**config.mk**
```make
export PLATFORM = sky130hd
export DESIGN_NAME = fetch_stage_flat
export DESIGN_NICKNAME = d
export VERILOG_FILES = /design/src/rtl/fetch_stage_if.sv /design/src/rtl/fetch_stage.sv /design/src/flat_wrapper.sv
export SDC_FILE = /design/constraint.sdc
export NUM_CORES = 1
export LEC_CHECK = 0
export BUFFER_PORTS_ARGS = -buffer_cell sky130_fd_sc_hd__buf_2
export CAP_MARGIN = 10
export CORE_MARGIN = 5
export CORE_UTILIZATION = 48
export CTS_BUF_LIST = sky130_fd_sc_hd__clkbuf_8
export CTS_CLUSTER_DIAMETER = 50
export DETAILED_ROUTE_END_ITERATION = 8
export PLACE_DENSITY_LB_ADDON = 0.3
export SETUP_SLACK_MARGIN = 0.1
export SLEW_MARGIN = 25
export SYNTH_ARGS = -nofsm -noshare
export SYNTH_HDL_FRONTEND = slang
export SYNTH_SLANG_ARGS = --single-unit
```
**constraint.sdc**
```tcl
create_clock -name clk -period 1.97 [get_ports clk]
set_clock_uncertainty 0.05 [all_clocks]
set_input_delay 0.394 -clock clk [delete_from_list [all_inputs] [get_ports clk]]
set_output_delay 0.394 -clock clk [all_outputs]
set_load 0.02 [all_outputs]
```
**src/rtl/fetch_stage_if.sv**
```systemverilog
// rtl/fetch_stage_if.sv - instruction-memory port and IF/ID register bundle of the fetch stage
interface fetch_stage_if #(
    parameter int ADDR_WIDTH  = 8,
    parameter int INSTR_WIDTH = 16
);
    logic [ADDR_WIDTH-1:0]  imem_addr;
    logic [INSTR_WIDTH-1:0] imem_rdata;
    logic [INSTR_WIDTH-1:0] if_id_instr;
    logic [ADDR_WIDTH-1:0]  if_id_pc;
    logic                   if_id_valid;

    modport master (
        output imem_addr,
        input  imem_rdata,
        output if_id_instr,
        output if_id_pc,
        output if_id_valid
    );

    modport slave (
        input  imem_addr,
        output imem_rdata,
        input  if_id_instr,
        input  if_id_pc,
        input  if_id_valid
    );
endinterface

```
**src/rtl/fetch_stage.sv**
```systemverilog
// rtl/fetch_stage.sv - pipeline fetch stage: PC, IF/ID register, hazard decode and stall/flush counters
module fetch_stage #(
    parameter int                         ADDR_WIDTH   = 8,
    parameter int                         INSTR_WIDTH  = 16,
    parameter int                         HAZARD_WIDTH = 3,
    parameter int                         CNT_WIDTH    = 16,
    parameter logic [INSTR_WIDTH-1:0]     NOP_INSTR    = '0
) (
    input  logic                    clk,
    input  logic                    rst_n,
    input  logic                    start,
    input  logic [HAZARD_WIDTH-1:0] hazard,
    input  logic [ADDR_WIDTH-1:0]   branch_target,
    input  logic [ADDR_WIDTH-1:0]   jump_target,
    input  logic                    clr_counts,
    fetch_stage_if.master           bus,
    output logic                    halted,
    output logic [CNT_WIDTH-1:0]    stall_count,
    output logic [CNT_WIDTH-1:0]    flush_count
);

    typedef enum logic [1:0] {
        ST_IDLE   = 2'd0,
        ST_RUN    = 2'd1,
        ST_HALTED = 2'd2
    } state_t;

    localparam logic [HAZARD_WIDTH-1:0] HZ_STALL   = HAZARD_WIDTH'(1);
    localparam logic [HAZARD_WIDTH-1:0] HZ_BRANCH0 = HAZARD_WIDTH'(2);
    localparam logic [HAZARD_WIDTH-1:0] HZ_BRANCH1 = HAZARD_WIDTH'(3);
    localparam logic [HAZARD_WIDTH-1:0] HZ_JUMP    = HAZARD_WIDTH'(4);
    localparam logic [HAZARD_WIDTH-1:0] HZ_HALT    = HAZARD_WIDTH'(5);

    state_t                 state_q, state_d;
    logic [ADDR_WIDTH-1:0]  pc_q, pc_d;
    logic [INSTR_WIDTH-1:0] instr_q, instr_d;
    logic [ADDR_WIDTH-1:0]  ifpc_q, ifpc_d;
    logic                   valid_q, valid_d;
    logic [CNT_WIDTH-1:0]   stall_cnt_q, stall_cnt_d;
    logic [CNT_WIDTH-1:0]   flush_cnt_q, flush_cnt_d;
    logic                   stall_inc;
    logic                   flush_inc;

    always_comb begin
        state_d   = state_q;
        pc_d      = pc_q;
        instr_d   = instr_q;
        ifpc_d    = ifpc_q;
        valid_d   = valid_q;
        stall_inc = 1'b0;
        flush_inc = 1'b0;

        case (state_q)
            ST_IDLE, ST_HALTED: begin
                if (start) begin
                    state_d = ST_RUN;
                end
            end
            ST_RUN: begin
                case (hazard)
                    HZ_STALL: begin
                        stall_inc = 1'b1;
                    end
                    HZ_BRANCH0, HZ_BRANCH1, HZ_JUMP, HZ_HALT: begin
                        // Every redirect and halt squashes the fetched word into a bubble
                        instr_d = NOP_INSTR;
                        ifpc_d  = pc_q;
                        valid_d = 1'b0;
                        if (hazard == HZ_HALT) begin
                            state_d = ST_HALTED;
                        end else begin
                            flush_inc = 1'b1;
                            pc_d      = (hazard == HZ_JUMP) ? jump_target : branch_target;
                        end
                    end
                    default: begin
                        pc_d    = pc_q + 1'b1;
                        instr_d = bus.imem_rdata;
                        ifpc_d  = pc_q;
                        valid_d = 1'b1;
                    end
                endcase
            end
            default: begin
                state_d = ST_IDLE;
            end
        endcase
    end

    // Clear dominates; increments stop at all-ones
    always_comb begin
        stall_cnt_d = stall_cnt_q;
        flush_cnt_d = flush_cnt_q;
        if (clr_counts) begin
            stall_cnt_d = '0;
            flush_cnt_d = '0;
        end else begin
            if (stall_inc && (stall_cnt_q != '1)) begin
                stall_cnt_d = stall_cnt_q + 1'b1;
            end
            if (flush_inc && (flush_cnt_q != '1)) begin
                flush_cnt_d = flush_cnt_q + 1'b1;
            end
        end
    end

    always_ff @(posedge clk or negedge rst_n) begin
        if (!rst_n) begin
            state_q     <= ST_IDLE;
            pc_q        <= '0;
            instr_q     <= NOP_INSTR;
            ifpc_q      <= '0;
            valid_q     <= 1'b0;
            stall_cnt_q <= '0;
            flush_cnt_q <= '0;
        end else begin
            state_q     <= state_d;
            pc_q        <= pc_d;
            instr_q     <= instr_d;
            ifpc_q      <= ifpc_d;
            valid_q     <= valid_d;
            stall_cnt_q <= stall_cnt_d;
            flush_cnt_q <= flush_cnt_d;
        end
    end

    assign bus.imem_addr   = pc_q;
    assign bus.if_id_instr = instr_q;
    assign bus.if_id_pc    = ifpc_q;
    assign bus.if_id_valid = valid_q;
    assign halted          = (state_q == ST_HALTED);
    assign stall_count     = stall_cnt_q;
    assign flush_count     = flush_cnt_q;

endmodule

```
**src/flat_wrapper.sv**
```systemverilog
// flat-port wrapper written by rule: the top's interface ports become plain ports
module fetch_stage_flat 
#(
    parameter int                         ADDR_WIDTH   = 8,
    parameter int                         INSTR_WIDTH  = 16,
    parameter int                         HAZARD_WIDTH = 3,
    parameter int                         CNT_WIDTH    = 16,
    parameter logic [INSTR_WIDTH-1:0]     NOP_INSTR    = '0
)
  (clk, rst_n, start, hazard, branch_target, jump_target, clr_counts, halted, stall_count, flush_count, bus_imem_addr, bus_imem_rdata, bus_if_id_instr, bus_if_id_pc, bus_if_id_valid);
  fetch_stage_if #(.ADDR_WIDTH(ADDR_WIDTH), .INSTR_WIDTH(INSTR_WIDTH)) bus_i ();
  input  logic clk;
  input  logic rst_n;
  input  logic start;
  input  logic [HAZARD_WIDTH-1:0] hazard;
  input  logic [ADDR_WIDTH-1:0] branch_target;
  input  logic [ADDR_WIDTH-1:0] jump_target;
  input  logic clr_counts;
  output logic halted;
  output logic [CNT_WIDTH-1:0] stall_count;
  output logic [CNT_WIDTH-1:0] flush_count;
  output wire logic [$bits(bus_i.imem_addr)-1:0] bus_imem_addr;
  input wire logic [$bits(bus_i.imem_rdata)-1:0] bus_imem_rdata;
  output wire logic [$bits(bus_i.if_id_instr)-1:0] bus_if_id_instr;
  output wire logic [$bits(bus_i.if_id_pc)-1:0] bus_if_id_pc;
  output wire logic [$bits(bus_i.if_id_valid)-1:0] bus_if_id_valid;
  assign bus_imem_addr = bus_i.imem_addr;
  assign bus_i.imem_rdata = bus_imem_rdata;
  assign bus_if_id_instr = bus_i.if_id_instr;
  assign bus_if_id_pc = bus_i.if_id_pc;
  assign bus_if_id_valid = bus_i.if_id_valid;
  fetch_stage #(.ADDR_WIDTH(ADDR_WIDTH), .INSTR_WIDTH(INSTR_WIDTH), .HAZARD_WIDTH(HAZARD_WIDTH), .CNT_WIDTH(CNT_WIDTH), .NOP_INSTR(NOP_INSTR)) u_core (.clk(clk), .rst_n(rst_n), .start(start), .hazard(hazard), .branch_target(branch_target), .jump_target(jump_target), .clr_counts(clr_counts), .bus(bus_i), .halted(halted), .stall_count(stall_count), .flush_count(flush_count));
endmodule
```
## Yosys cells after proc, flatten, opt, wreduce, memory -nomap -nowiden

Cells that the tools add are included.
W data, S select, Z words.

- Bits of input ports: 39
- Register bits: 67
- Output and inout port bits: 66
- Logic and storage cells: 52

- Equal/unequal tests: 13
- Reductions and logical operators: 10
- Bitwise logic cells: 1
- Mux-type cells: 18
- $add $sub $neg: 3

Operators with widths:

| cell | number |
|---|---|
| $mux W16 | 4 |
| $add A16 B1 Y16 const B | 2 |
| $ne A16 B16 Y1 const B | 2 |
| $pmux W16 S2 | 1 |
| $mux W8 | 2 |
| $pmux W8 S2 | 1 |
| $add A8 B1 Y8 const B | 1 |
| $eq A3 B2 Y1 const B | 2 |
| $eq A3 B3 Y1 const B | 2 |
| $mux W2 | 3 |
| $reduce_and A3 Y1 | 2 |
| $mux W1 | 5 |
| $ne A2 B1 Y1 const B | 2 |
| $ne A2 B2 Y1 const B | 2 |
| $pmux W2 S2 | 1 |
| $reduce_bool A2 Y1 | 2 |
| $reduce_or A4 Y1 | 1 |
| $eq A3 B1 Y1 const B | 1 |
| $eq A2 B1 Y1 const B | 1 |
| $eq A2 B2 Y1 const B | 1 |
| $logic_and A1 B1 Y1 | 2 |
| $logic_not A2 Y1 | 1 |
| $pmux W1 S2 | 1 |
| $reduce_and A2 Y1 | 1 |
| other kinds (2) | 2 |

## Logic depth before layout (Yosys ltp)

- Word-level depth: 7
- Depth in mapped cells: 8
- Mapped depth without buffers: 5

## Least setup slack after synthesis

No wires, ideal clock.

- Kind: register to register
- From: register u_core.stall_cnt_q[0] (netlist: u_core.stall_count[0])
- To: register u_core.stall_cnt_q[14] (netlist: u_core.stall_count[14])
- Required time: 1.842 ns
- Period minus slack after synthesis: 2.130 ns
- Arrival: 2.002 ns
- Setup time: 0.078 ns
- Cell stages (with the launch flop): 7
- Buffers on the path: 1
- Slack: -0.160 ns
- Path through: dfrtp_1 > ha_1 > nand4_1 > or4b_1 > buf_2 > or4_1 > a21oi_1

- Longest elaborated chain between the ends: 3
- Elaborated cells between the ends (all ways): 6
- Classes of those cells: add/sub (1); eq/ne (1); mux (2); reduce/logical (2)

Ends and longest elaborated chain:

| item | line | RTL |
|---|---|---|
| start: declaration | fetch_stage.sv:39 | `logic [CNT_WIDTH-1:0] stall_cnt_q, stall_cnt_d;` |
| start signal: assignment | fetch_stage.sv:122 | `stall_cnt_q <= stall_cnt_d;` |
| $add A16 B1 Y16 / $ne A16 B16 Y1 (equally long branches) | fetch_stage.sv:99, fetch_stage.sv:98 |  |
| $mux W16 / $logic_and A1 B1 Y1 (equally long branches) | fetch_stage.sv:98 | `if (stall_inc && (stall_cnt_q != '1)) begin` |
| $mux W16 / $reduce_bool A2 Y1 (equally long branches) | -- |  |

Several ways; a longest one is shown, not always the timed one. The select of a mux whose other input is x is not followed.
A chain may end at the register's enable or synchronous reset.

## Final worst setup path

Same ends and word-level chain as after synthesis.

==> summary.txt <==
Critical path
  – CP Data Arrival Time: about 2.1 ns
  – Crit-path cells: ha_4 -> nand4_1 -> or4b_4 -> or4_4 -> a21oi_2
  – CP Class: reg -> reg
  – CP top delay family: simple AND/OR/NAND/NOR gates
  – Slowest CP cell: or4b_4
  – Crit-path max cell delay: 0.55 ns
  – Worst Path Required: 2.19 ns
  – Crit-path max FO: 6
  – CP bufs+invs: 0
  – Critical Path Start Type: register
  – Critical Path Sink Type: register

Power
  – Switching share of power: 0.397
  – Leakage power: 2.17 nW
  – Maximum vdd ir drop: about 0.74 mV
  – Cell Pwr Density: 1090 nW/µm²
  – Clock power frac: 0.224
  – Int Power: roughly 3.1 mW
  – Sequential power share: 0.388
  – Overall power: 5.20 mW
  – Psw: 2.07 mW
  – Combinational power share: 0.388

Global route
  – GRT Residual Overflow: 0
  – Total GRT Usage: 0.211
  – Initial antenna violation count: 0
  – Pin count of the biggest net entering global routing: 68
  – Vias in the first global route: 3219
  – First-pass GRT wire length: 15000 µm

Floorplanning
  – Rows: 31
  – Die Area: 9100 µm²
  – # IOs: approximately 110
  – Core area: 7180 µm²
  – Initial Utilization: 0.488
  – Die width: 95.4 µm
  – Die height: 95.4 µm

Place
  – Post-DP Area: 4400 µm²
  – Gpl congestion: 0.827
  – # port buffers: 104
  – HPWL after DPL: 6610 µm

Clocking
  – Longest Clk Path Bufs: 2
  – Clock Sinks: 67
  – TritonCTS clock tree: done
  – Root Buffer: clkbuf_8
  – Skew-Pair Late Insertion Delay: 0.35 ns
  – Clk pin slew, worst setup/hold paths: 0.07 ns
  – CTS buffer count: 9
  – H-tree depth: 3

Layout
  – Post-route cell area: 4760 µm²
  – Core Util, Final: 0.663
  – # nets final: 550
  – Share of post-route cells with drive strength above 1: 0.396
  – P&R area growth vs syn: 36.0%
  – Antenna cell count: 0
  – Most common cell after layout, fill and taps aside: buf_2
  – Most frequent cells in the layout: buf_2 (104), dfrtp_1 (64), nand2_1 (52), buf_4 (44), a21oi_1 (36)

STA
  – Max-slew violations: 0
  – Min cycle time layout: between 1.5 and 2 ns
  – Measured slew at the worst slew-check pin: 0.674 ns
  – Hold_ws: around 0.00075 ns
  – Maximum operating frequency: 522 MHz
  – Period utilization: 0.973
  – Max-slew headroom: 0.550
  – RSZ-0062 raised after global routing: true
  – Setup-failing EPs final: 0
  – Count of final hold-check violations: 0

Drt
  – WL final: 9540 µm
  – 1st-iter DRT viols: between 100 and 150
  – Drt via density: 5.57
  – Antenna Nets Post-Route: 0
  – DRC: 0
  – Initial DRT Pass Iterations: 5
  – Routed vias: around 3400
  – Wire length per cell: 15.6 µm

Outcome
  – Status: finished, final reports clean

Yosys
  – Synth cell types: 49
  – Post-synthesis instance total: 366
  – Register area share after synthesis: 0.479
  – EDFF count, synth: 0
  – Net Count, Synth: 408
  – Synthesis Warnings: 0
  – Post-Synthesis Cell Area: 3500 µm²
  – Avg Cell Area, Syn: 9.56 µm²
  – Yosys reg bits: 67
  – Main flop type after synthesis: dfrtp_1
  – Synth async-reset ratio: 1.00

Min path
  – Worst Hold Class: in -> async

Run
  – Max-capacitance violation count: 0
synth_stat cells, types with 2 or more instances:
cell | n | area share
mux2i_1 | 8 | 0.023
mux2_1 | 4 | 0.013
nor3_1 | 6 | 0.0086
and4_1 | 4 | 0.010
o22a_1 | 2 | 0.0050
a21oi_1 | 38 | 0.054
buf_2 | 4 | 0.0057
nor4_1 | 5 | 0.0089
or4b_1 | 2 | 0.0057
o21ai_0 | 25 | 0.036
nand2_1 | 52 | 0.056
nor2_1 | 10 | 0.011
and3_1 | 2 | 0.0036
or3_1 | 6 | 0.011
dfrtp_1 | 67 | 0.48
buf_4 | 2 | 0.0043
mux2_2 | 9 | 0.029
nand4_1 | 11 | 0.020
clkbuf_1 | 13 | 0.014
or4_1 | 19 | 0.041
a21o_1 | 3 | 0.0064
inv_1 | 5 | 0.0054
nand2b_1 | 3 | 0.0054
ha_1 | 3 | 0.011
o41ai_1 | 2 | 0.0050
nor2b_1 | 6 | 0.011
nand3_1 | 14 | 0.020
and4b_1 | 2 | 0.0057
o31ai_1 | 19 | 0.041
worst register-to-register path: stages (launching register included):
cell and delay (ns):
dfrtp_2 0.41, ha_4 0.14, nand4_1 0.11, or4b_4 0.55, or4_4 0.44, a21oi_2 0.15
cells by family (layout without fill, tap and decap cells):
family | count (synthesis) | count (layout) | synth area share
and+or+nand+nor | 148 | 148 | 0.233
adders and majority gates | 3 | 3 | 0.0107
xor gates and xnor gates | 2 | 2 | 0.00501
AOI/OAI and AO/OA | 100 | 100 | 0.175
DFF | 67 | 67 | 0.479
buffers and inverters | 25 | 172 | 0.0325
muxes | 21 | 21 | 0.0647
worst paths after layout:
check,startpoint,endpoint,slack (ns),depth (start not counted)
max,u_core.stall_count[0],u_core.stall_count[14],0.05,5
min in group clk,bus_imem_rdata[6],u_core.bus.if_id_instr[6],0.22,3
min,rst_n,u_core.stall_count[11],0.0008,2
max in group asynchronous,rst_n,u_core.state_q[0],1.56,2
max reg2reg,u_core.stall_count[0],u_core.stall_count[14],0.05,5
min reg2reg,u_core.bus.if_id_instr[6],u_core.bus.if_id_instr[6],0.43,2
power groups by stage:
stage / sequential, mW / clock, mW / combinational (mW)
after CTS: 2.01 / 1.20 / 2.00
after detailed placement: 2.04 / 0 / 1.94
after floorplan: 2.43 / 0 / 0.821
final: 2.01 / 1.17 / 2.02
after global placement: 2.01 / 0 / 1.90
after global routing: 2.07 / 1.26 / 2.21
routing by layer:
| layer | up-vias | part of all wire | track usage |
|---|---|---|---|
| li1 | 1661 | - | - |
| met1 | 1636 | 0.41 | 0.274 |
| met2 | 93 | 0.51 | 0.345 |
| met3 | 16 | 0.058 | 0.0505 |
| met4 | 0 | 0.018 | 0.0758 |
| met5 | - | 0 | 0 |
layout make-up:
class	instances	area, µm²
Inverter	5	18.8
Sequential cell	67	1680
Tap cell	99	124
Clock buffer	9	124
Clock inverter	7	76.3
Fill cell	612	2420
Multi-Input combinational cell	274	1820
Timing Repair Buffer	151	911
flip-flops by register name (all words and copies together) (netlist names):
signal,flops
u_core.bus.if_id_pc,8
u_core.flush_count,16
u_core.bus.if_id_valid,1
u_core.stall_count,16
u_core.bus.if_id_instr,16
u_core.bus.imem_addr,8
u_core.state_q,2
metrics by stage:
step,setup TNS (ns),std cells,worst slack [ns]
finish,0,612,0.0528
global route,-0.0881,612,-0.0353
CTS,0,608,0.0516
detailed placement,-0.278,586,-0.0746
global placement,-0.148,586,-0.0529
floorplan,-0.197,366,-0.0657
repair_timing:
| item | in CTS | in global routing |
|---|---|---|
| hold buffers | 0 | 0 |
| pin swaps | 7 | 4 |
| cloned | 0 | 0 |
| buffers inserted | 6 | 4 |
| resized for setup | 8 | 12 |
| endpoints found under the setup margin | 11 | 27 |
No activity file was read; power rests on OpenSTA's default activity.
